### src/rtl/load_store_unit_if.sv
// Purpose : request/response and data-memory port bundle for the load/store unit.
// Latency : none (wires only).
// Backpressure: req_valid/req_ready handshake; the memory side has none.
// master = the LSU itself, slave = core + data memory side.
interface load_store_unit_if;
    logic        req_valid;
    logic        req_ready;
    logic        req_we;
    logic [2:0]  req_funct3;
    logic [31:0] req_addr;
    logic [31:0] req_wdata;
    logic        resp_valid;
    logic [31:0] resp_rdata;
    logic        resp_err;
    logic [31:0] mem_read_addr;
    logic [31:0] mem_read_data;
    logic [31:0] mem_write_addr;
    logic [31:0] mem_write_data;
    logic        mem_write_enable;

    modport master (
        input  req_valid, req_we, req_funct3, req_addr, req_wdata, mem_read_data,
        output req_ready, resp_valid, resp_rdata, resp_err,
               mem_read_addr, mem_write_addr, mem_write_data, mem_write_enable
    );

    modport slave (
        output req_valid, req_we, req_funct3, req_addr, req_wdata, mem_read_data,
        input  req_ready, resp_valid, resp_rdata, resp_err,
               mem_read_addr, mem_write_addr, mem_write_data, mem_write_enable
    );
endinterface

### src/rtl/load_store_unit.sv
// Purpose : single-outstanding load/store master for a word-only data memory (RMW for SB/SH).
// Latency : response in cycle 1 (error), 2 (SW), 3 (loads), 4 (SB/SH) after the accept edge.
// Backpressure: req_ready only in IDLE; requests presented while busy are ignored.
// Ports: clk, rst (async active-high), bus (load_store_unit_if.master): req_* from the core,
// resp_* pulse back to the core, mem_* word-addressed read/write port to the data memory.
module load_store_unit (
    input  logic               clk,
    input  logic               rst,
    load_store_unit_if.master  bus
);

    localparam logic [2:0] S_IDLE    = 3'd0;
    localparam logic [2:0] S_ISSUE   = 3'd1;
    localparam logic [2:0] S_CAPTURE = 3'd2;
    localparam logic [2:0] S_WRITE   = 3'd3;
    localparam logic [2:0] S_RESP    = 3'd4;

    logic [2:0]  state;
    logic [31:0] addr_q;
    logic [31:0] wdata_q;
    logic        we_q;
    logic [2:0]  f3_q;
    logic [31:0] merged_q;
    logic [31:0] rdata_q;
    logic        err_q;

    logic        req_err;
    logic [31:0] shifted;
    logic [7:0]  sel_byte;
    logic [15:0] sel_half;
    logic [31:0] load_val;
    logic [31:0] merged;

    // Decode the incoming request: illegal width codes, misalignment, unsigned stores.
    always_comb begin
        req_err = 1'b0;
        case (bus.req_funct3)
            3'b000:  req_err = 1'b0;
            3'b001:  req_err = bus.req_addr[0];
            3'b010:  req_err = (bus.req_addr[1:0] != 2'b00);
            3'b100:  req_err = bus.req_we;
            3'b101:  req_err = bus.req_we | bus.req_addr[0];
            default: req_err = 1'b1;
        endcase
    end

    // Lane selection from the returned word, shared by load extract and store merge.
    always_comb begin
        shifted  = bus.mem_read_data >> {addr_q[1:0], 3'b000};
        sel_byte = shifted[7:0];
        sel_half = addr_q[1] ? bus.mem_read_data[31:16] : bus.mem_read_data[15:0];

        load_val = bus.mem_read_data;
        case (f3_q[1:0])
            2'b00:   load_val = f3_q[2] ? {24'd0, sel_byte} : {{24{sel_byte[7]}}, sel_byte};
            2'b01:   load_val = f3_q[2] ? {16'd0, sel_half} : {{16{sel_half[15]}}, sel_half};
            default: load_val = bus.mem_read_data;
        endcase

        merged = bus.mem_read_data;
        if (f3_q[1:0] == 2'b00)
            merged[{addr_q[1:0], 3'b000} +: 8] = wdata_q[7:0];
        else if (addr_q[1])
            merged[31:16] = wdata_q[15:0];
        else
            merged[15:0] = wdata_q[15:0];
    end

    always_ff @(posedge clk or posedge rst) begin
        if (rst) begin
            state    <= S_IDLE;
            addr_q   <= 32'd0;
            wdata_q  <= 32'd0;
            we_q     <= 1'b0;
            f3_q     <= 3'd0;
            merged_q <= 32'd0;
            rdata_q  <= 32'd0;
            err_q    <= 1'b0;
        end else begin
            case (state)
                S_IDLE: begin
                    if (bus.req_valid) begin
                        addr_q  <= bus.req_addr;
                        wdata_q <= bus.req_wdata;
                        we_q    <= bus.req_we;
                        f3_q    <= bus.req_funct3;
                        if (req_err) begin
                            rdata_q <= 32'd0;
                            err_q   <= 1'b1;
                            state   <= S_RESP;
                        end else if (bus.req_we && bus.req_funct3 == 3'b010) begin
                            state   <= S_WRITE;
                        end else begin
                            state   <= S_ISSUE;
                        end
                    end
                end
                S_ISSUE: state <= S_CAPTURE;
                S_CAPTURE: begin
                    if (we_q) begin
                        merged_q <= merged;
                        state    <= S_WRITE;
                    end else begin
                        // Response registers are only touched on the edge into RESP,
                        // so the previous response stays visible until then.
                        rdata_q <= load_val;
                        err_q   <= 1'b0;
                        state   <= S_RESP;
                    end
                end
                S_WRITE: begin
                    rdata_q <= 32'd0;
                    err_q   <= 1'b0;
                    state   <= S_RESP;
                end
                S_RESP:  state <= S_IDLE;
                default: state <= S_IDLE;
            endcase
        end
    end

    assign bus.req_ready        = (state == S_IDLE);
    assign bus.resp_valid       = (state == S_RESP);
    assign bus.resp_rdata       = rdata_q;
    assign bus.resp_err         = err_q;
    assign bus.mem_read_addr    = {addr_q[31:2], 2'b00};
    assign bus.mem_write_addr   = {addr_q[31:2], 2'b00};
    // Strobe is decoded from state so an async reset kills an in-progress write at once.
    assign bus.mem_write_enable = (state == S_WRITE);
    assign bus.mem_write_data   = (f3_q == 3'b010) ? wdata_q : merged_q;

endmodule
### src/flat_wrapper.sv
// flat-port wrapper written by rule: the top's interface ports become plain ports
module load_store_unit_flat 
  (clk, rst, bus_req_valid, bus_req_we, bus_req_funct3, bus_req_addr, bus_req_wdata, bus_mem_read_data, bus_req_ready, bus_resp_valid, bus_resp_rdata, bus_resp_err, bus_mem_read_addr, bus_mem_write_addr, bus_mem_write_data, bus_mem_write_enable);
  load_store_unit_if bus_i ();
  input  logic clk;
  input  logic rst;
  input wire logic [$bits(bus_i.req_valid)-1:0] bus_req_valid;
  input wire logic [$bits(bus_i.req_we)-1:0] bus_req_we;
  input wire logic [$bits(bus_i.req_funct3)-1:0] bus_req_funct3;
  input wire logic [$bits(bus_i.req_addr)-1:0] bus_req_addr;
  input wire logic [$bits(bus_i.req_wdata)-1:0] bus_req_wdata;
  input wire logic [$bits(bus_i.mem_read_data)-1:0] bus_mem_read_data;
  output wire logic [$bits(bus_i.req_ready)-1:0] bus_req_ready;
  output wire logic [$bits(bus_i.resp_valid)-1:0] bus_resp_valid;
  output wire logic [$bits(bus_i.resp_rdata)-1:0] bus_resp_rdata;
  output wire logic [$bits(bus_i.resp_err)-1:0] bus_resp_err;
  output wire logic [$bits(bus_i.mem_read_addr)-1:0] bus_mem_read_addr;
  output wire logic [$bits(bus_i.mem_write_addr)-1:0] bus_mem_write_addr;
  output wire logic [$bits(bus_i.mem_write_data)-1:0] bus_mem_write_data;
  output wire logic [$bits(bus_i.mem_write_enable)-1:0] bus_mem_write_enable;
  assign bus_i.req_valid = bus_req_valid;
  assign bus_i.req_we = bus_req_we;
  assign bus_i.req_funct3 = bus_req_funct3;
  assign bus_i.req_addr = bus_req_addr;
  assign bus_i.req_wdata = bus_req_wdata;
  assign bus_i.mem_read_data = bus_mem_read_data;
  assign bus_req_ready = bus_i.req_ready;
  assign bus_resp_valid = bus_i.resp_valid;
  assign bus_resp_rdata = bus_i.resp_rdata;
  assign bus_resp_err = bus_i.resp_err;
  assign bus_mem_read_addr = bus_i.mem_read_addr;
  assign bus_mem_write_addr = bus_i.mem_write_addr;
  assign bus_mem_write_data = bus_i.mem_write_data;
  assign bus_mem_write_enable = bus_i.mem_write_enable;
  load_store_unit u_core (.clk(clk), .rst(rst), .bus(bus_i));
endmodule
### config.mk
export PLATFORM = sky130hd
export DESIGN_NAME = load_store_unit_flat
export DESIGN_NICKNAME = d
export VERILOG_FILES = /design/src/rtl/load_store_unit_if.sv /design/src/rtl/load_store_unit.sv /design/src/flat_wrapper.sv
export SDC_FILE = /design/constraint.sdc
export NUM_CORES = 1
export LEC_CHECK = 0
export CAP_MARGIN = 20
export CORE_ASPECT_RATIO = 1.1
export CORE_MARGIN = 8
export CORE_UTILIZATION = 42
export DETAILED_ROUTE_END_ITERATION = 12
export PLACE_DENSITY = 0.8
export RECOVER_POWER = 50
export SYNTH_ARGS = -nofsm -noshare
export SYNTH_HDL_FRONTEND = slang
export SYNTH_SLANG_ARGS = --single-unit
### constraint.sdc
create_clock -name clk -period 4.18 [get_ports clk]
set_input_delay 0.836 -clock clk [delete_from_list [all_inputs] [get_ports clk]]
set_output_delay 0.836 -clock clk [all_outputs]
set_load 0.01 [all_outputs]
After elaboration in Yosys (flattened, before gate mapping)
Index checks and enable logic that the tools add are counted.
Widths: inputs -> output; s select.
{"block": "totals", "out_inout_bits": 132, "reg_bits": 136, "word_cells": 58, "input_bits": 103}
{"block": "op_classes", "eq_ne": 13, "add_sub_neg": 1, "shift": 3, "reduce_logical": 9, "n_mux": 23, "bitwise": 1}
{"operator": "$mux 32", "n": 7}
{"operator": "$pmux 32 s3", "n": 1}
{"operator": "$pmux 32 s2", "n": 1}
{"operator": "$mux 16", "n": 3}
{"operator": "$bwmux 32", "n": 1}
{"operator": "$shift 8x7->32 const A", "n": 1}
{"operator": "$shiftx 8x7->32", "n": 1}
{"operator": "$shr 32x5->8", "n": 1}
{"operator": "$eq 3x2->1 const B", "n": 4}
{"operator": "$pmux 3 s4", "n": 1}
{"operator": "$eq 3x3->1 const B", "n": 3}
{"operator": "$mux 3", "n": 3}
{"operator": "$neg 5->7", "n": 1}
{"operator": "$eq 3x1->1 const B", "n": 2}
{"operator": "$logic_not 3->1", "n": 2}
{"operator": "$pmux 1 s5", "n": 1}
{"operator": "$ne 2x2->1 const B", "n": 2}
{"operator": "$reduce_and 2->1", "n": 2}
{"operator": "$reduce_and 4->1", "n": 1}
{"operator": "$mux 1", "n": 3}
{"operator": "$pmux 1 s3", "n": 1}
{"operator": "$reduce_bool 3->1", "n": 1}
{"operator": "$eq 2x1->1 const B", "n": 1}
{"operator": "$logic_not 2->1", "n": 1}
{"operator": "5 further kinds", "n": 5}

Logic depth before layout (Yosys ltp)
{"block": "logic_depth", "depth_word": 6, "mapped_depth": 7, "mapped_depth_nobuf": 6}

Worst setup path after synthesis
Ideal clock, no wire load.
{"block": "synth_path", "path_type": "register -> output", "start": "register u_core.f3_q[0]", "end": "output bus_mem_write_data[10]", "required_ns": 3.344, "path_buffers": 2, "setup_slack_ns": 1.803, "t_arrival_ns": 1.541, "stages_incl_launch_ff": 5, "path_cell_list": "dfrtp_1 clkbuf_1 nor3_1 buf_2 mux2_2"}
{"block": "synth_via", "elab_chain_len": 2}
{"element": "start: declaration", "line": "load_store_unit.sv:22", "rtl": "logic [2:0] f3_q;"}
{"element": "start signal: assignment", "line": "load_store_unit.sv:86", "rtl": "f3_q <= bus.req_funct3;"}
{"element": "$eq 3x2->1", "line": "load_store_unit.sv:130", "rtl": "assign bus.mem_write_data = (f3_q == 3'b010) ? wdata_q : merged_q;"}
{"element": "$mux 32", "line": "load_store_unit.sv:130"}
{"element": "end: declaration", "line": "flat_wrapper.sv:19", "rtl": "output wire logic [$bits(bus_i.mem_write_data)-1:0] bus_mem_write_data;"}
No other way between the ends.

Worst setup path in the final report
{"block": "layout_path", "start": "register u_core.addr_q[1]", "end": "register u_core.rdata_q[20] (netlist: u_core.bus.resp_rdata[20])"}
{"block": "layout_via", "elab_chain_len": 5, "elab_cells_between_ends": 7, "cone_classes": "shift (1); mux (6)"}
{"element": "start: declaration", "line": "load_store_unit.sv:19", "rtl": "logic [31:0] addr_q;"}
{"element": "start signal: assignment", "line": "load_store_unit.sv:83", "rtl": "addr_q <= bus.req_addr;"}
{"element": "$shr 32x5->8 or $mux 16 (tied branches)", "line": "load_store_unit.sv:49, load_store_unit.sv:51"}
{"element": "$mux 32 (on tied branches)", "line": "load_store_unit.sv:55, load_store_unit.sv:56"}
{"element": "$pmux 32 s2 *", "line": "load_store_unit.sv:54", "rtl": "case (f3_q[1:0])"}
{"element": "$mux 32 *", "line": "load_store_unit.sv:100", "rtl": "if (we_q) begin"}
{"element": "$pmux 32 s3 *", "line": "load_store_unit.sv:80", "rtl": "case (state)"}
{"element": "end signal: assignment", "line": "load_store_unit.sv:106", "rtl": "rdata_q <= load_val;"}
{"element": "end: declaration", "line": "load_store_unit.sv:24", "rtl": "logic [31:0] rdata_q;"}
Mark *: on every way between the ends. The rest lies on a longest branch, timed or not. The select of a mux whose other input is x is not followed.
A chain may end at the register's enable or synchronous reset.

==> out/results.txt <==
Status: complete, but fails checks
Violated checks: max-capacitance violations, max-slew violations
Crit-path max cell delay: 1.39 ns
Final Util: 0.577
Reg2Reg Setup Slack: 0.59 ns
Die ar.: 0.0214 mm^2
Relative slew margins: -0.424
Cts-stage hold buffer count: 0
Synth Cell Area: 0.00712 mm^2
Worst-path cell chain: clkbuf_1 > mux2i_1 > or3_1 > a2111oi_4 > a221o_2
Largest net degree at the start of global routing: 72
Initial antenna violation count: 0
Hold path startpoint: u_core.bus.resp_rdata[12]
Final setup violating endpoints: 0
Share of cells above drive strength 1: 0.212
Fin cells: 980
Post-synthesis sequential area ratio: 0.478
First-pass GRT wire length: 32.8 mm
Antenna Nets Post-Route: 0
Post CTS Setup Buffer Count: 0
Fin crit period: 3.59 ns
Post-Place Cells: 946
# resized after CTS: 0
Root Driver: clkbuf_16
Syn_area_per_cell: 11.9 um^2
Avg WL per Cell: 21.5 um
Via Count: 5440
HPWL after DPL: 15.6 mm
GRT met1 Usage: 0.241
Critical setup path kind: reg -> reg
Peak supply drop: 0.364 mV
RSZ-0062 raised after global routing: false
Core ar.: 0.0168 mm^2
Filler Cell Count: 1376
Number of I/O port buffers: 230
Overall power: 7.75 mW
1st-pass router iterations: 7
Max Root-Sink Buffers: 2
Total gr overflow: 0
Met3 Resource Use GR: 0.0605
Clk slew on worst S/H paths: 0.06 ns
Number of synthesized register bits: 136
Final WS setup: 0.587 ns
Crit end category: register
Crit path DAT: 3.94 ns
Crit path max fanout: 31
Yosys warnings: 0
WP buf/inv: 1
Slew @ Worst Pin: 2.14 ns
Top cell family by delay on the critical path: buffers and inverters
N_diodes: 0
Layout area overhead: 36.5%
Drt drc: 0
Crit-path slowest cell: clkbuf_1
Max-Cap Viols: 2
GR peak layer: met2
Setup TNS: 0 ns
H-Tree Depth: 4
Vias in the first global route: 5651
GP Congestion: 0.874
Worst R2R Start: u_core.addr_q[1]
Via density: 5.55
I/O pin count: 235
Initial DRC count: 377
CP startpoint kind: register
Num CTS Buffers: 17
Post-synthesis cell count: 599
Hold Vio Cnt, Final: 0
Min-Delay Path Class: reg -> reg
Cell variety after synth: 44
LEAKAGE: 4.16 nW
Slew Limit Fails: 68
Die Y: 153 um
GRT Util Overall: 0.197
WL final: 21.1 mm
Crit. Startpoint: u_core.addr_q[1]
Initial cell density of the core: 0.423
Clk_skew: 0.00497 ns
Power per cell area: 798 mW/mm^2
CTS tree: yes
Clk Latency, worst-skew pair: 0.41 ns
Nets@finish: 867
Highest clock rate: 0.278 GHz
GRT met2 Usage: 0.320
Share of the cycle needed by the critical path after routing: 0.860
Worst EP required: 4.53 ns
Rows: 50
Die W: 140 um
Sink Count: 136
Placement Setup Slack: 1.08 ns
[Yosys cell counts (all sizes together)]
cell	n	share of area
ha	5	0.0088
mux4	1	0.0032
or3	3	0.0026
dfrtp	136	0.48
o2bb2ai	8	0.0098
a2111oi	1	0.0039
o21ai	21	0.015
nand2b	3	0.0030
and4	1	0.0012
a222oi	7	0.0098
a41o	2	0.0028
a22oi	17	0.018
or2	2	0.0018
clkinv	2	0.0011
buf	85	0.085
o21a	2	0.0021
conb	1	0.00053
a211oi	1	0.0011
nand2	29	0.015
clkbuf	17	0.0090
a21o	8	0.0084
nor2b	1	0.00088
inv	17	0.0090
a22o	24	0.030
nor2	9	0.0047
mux2	106	0.17
a221oi	8	0.0098
mux2i	17	0.024
a221o	33	0.048
o32ai	1	0.0012
and2	2	0.0018
nor3	5	0.0035
nand4	1	0.00088
a21oi	19	0.014
nor4	1	0.00088
o21bai	1	0.0011
o31ai	1	0.0011
o21ba	1	0.0014
[cells in the final DEF, fill, tap and decap left out, types with 2 or more instances in the layout]
cell type and count:
a21o_1 8, a21oi_1 18, a221o_1 23, a221o_2 10, a221oi_1 8, a222oi_1 7, a22o_1 24, a22oi_1 17
a41o_1 2, buf_12 3, buf_4 4, bufinv_16 2, clkbuf_1 4, clkbuf_16 17, clkbuf_8 2, clkdlybuf4s50_1 187
clkinv_1 2, clkinv_2 4, clkinvlp_4 5, conb_1 4, dfrtp_1 136, dlygate4sd3_1 43, ha_1 5, inv_1 16
mux2_2 106, mux2i_1 17, nand2_1 29, nand2b_1 2, nor2_1 9, nor3_1 4, o21a_1 2, o21ai_0 21
o2bb2ai_1 8, or2_2 2, or3_1 3
[cell type report]
cell class	instances	area [um^2]	area share
flip-flops and latches	136	3400	0.350
clock inverters	12	126	0.0130
repair buffers	240	2400	0.247
clock buffers	20	457	0.0470
inverters	19	72.6	0.00747
multi-input cells	345	2990	0.308
well taps	208	260	0.0268
[per-layer routing]
layer / vias up / wire (um)
li1: 2501 / -
met2: 233 / 10600
met4: 0 / 485
met5: - / 0
met3: 36 / 1490
met1: 2670 / 8510
[final timing paths]
kind / end / depth (start not counted)
setup / recovery: u_core.bus.resp_rdata[20] / 5
hold / removal: u_core.bus.resp_rdata[12] / 1
setup reg to reg: u_core.bus.resp_rdata[20] / 5
hold reg to reg: u_core.bus.resp_rdata[12] / 1
max in group asynchronous: u_core.bus.resp_rdata[5] / 3
min in group asynchronous: u_core.addr_q[22] / 2
[sequential cells by signal, summed over array words and instances (netlist names)]
name                   cells
u_core.we_q                1
u_core.state               3
u_core.f3_q                3
u_core.addr_q             32
u_core.wdata_q            32
u_core.bus.resp_rdata     32
u_core.merged_q           32
u_core.bus.resp_err        1
[logic make-up (layout without fill, tap and decap cells)]
logic type                 Yosys count  after routing  synth area share
DFF                                136            136             0.478
and+or+nand+nor                     57             57            0.0366
adders and majority gates            5              5           0.00879
other                                1              4          0.000527
muxes                              124            124             0.195
AOI/OAI and AO/OA                  155            155             0.177
buffers and inverters              121            291             0.104
[metrics by stage]
step	instance area, um^2	hold slack (ns)
CTS	9700	0.482
global route	9710	0.497
finish	9710	0.478
global placement	9120	0.459
floorplan	7130	0.446
detailed placement	9120	0.466
[power by group]
group / switching, mW / leakage [nW] / internal [mW]
Sequential: 0.527 / 1.68 / 1.93
Clock: 0.568 / 0.274 / 0.905
Combinational: 1.69 / 2.21 / 2.13
Total: 2.78 / 4.16 / 4.97
Power figures use the tool's default switching activity.
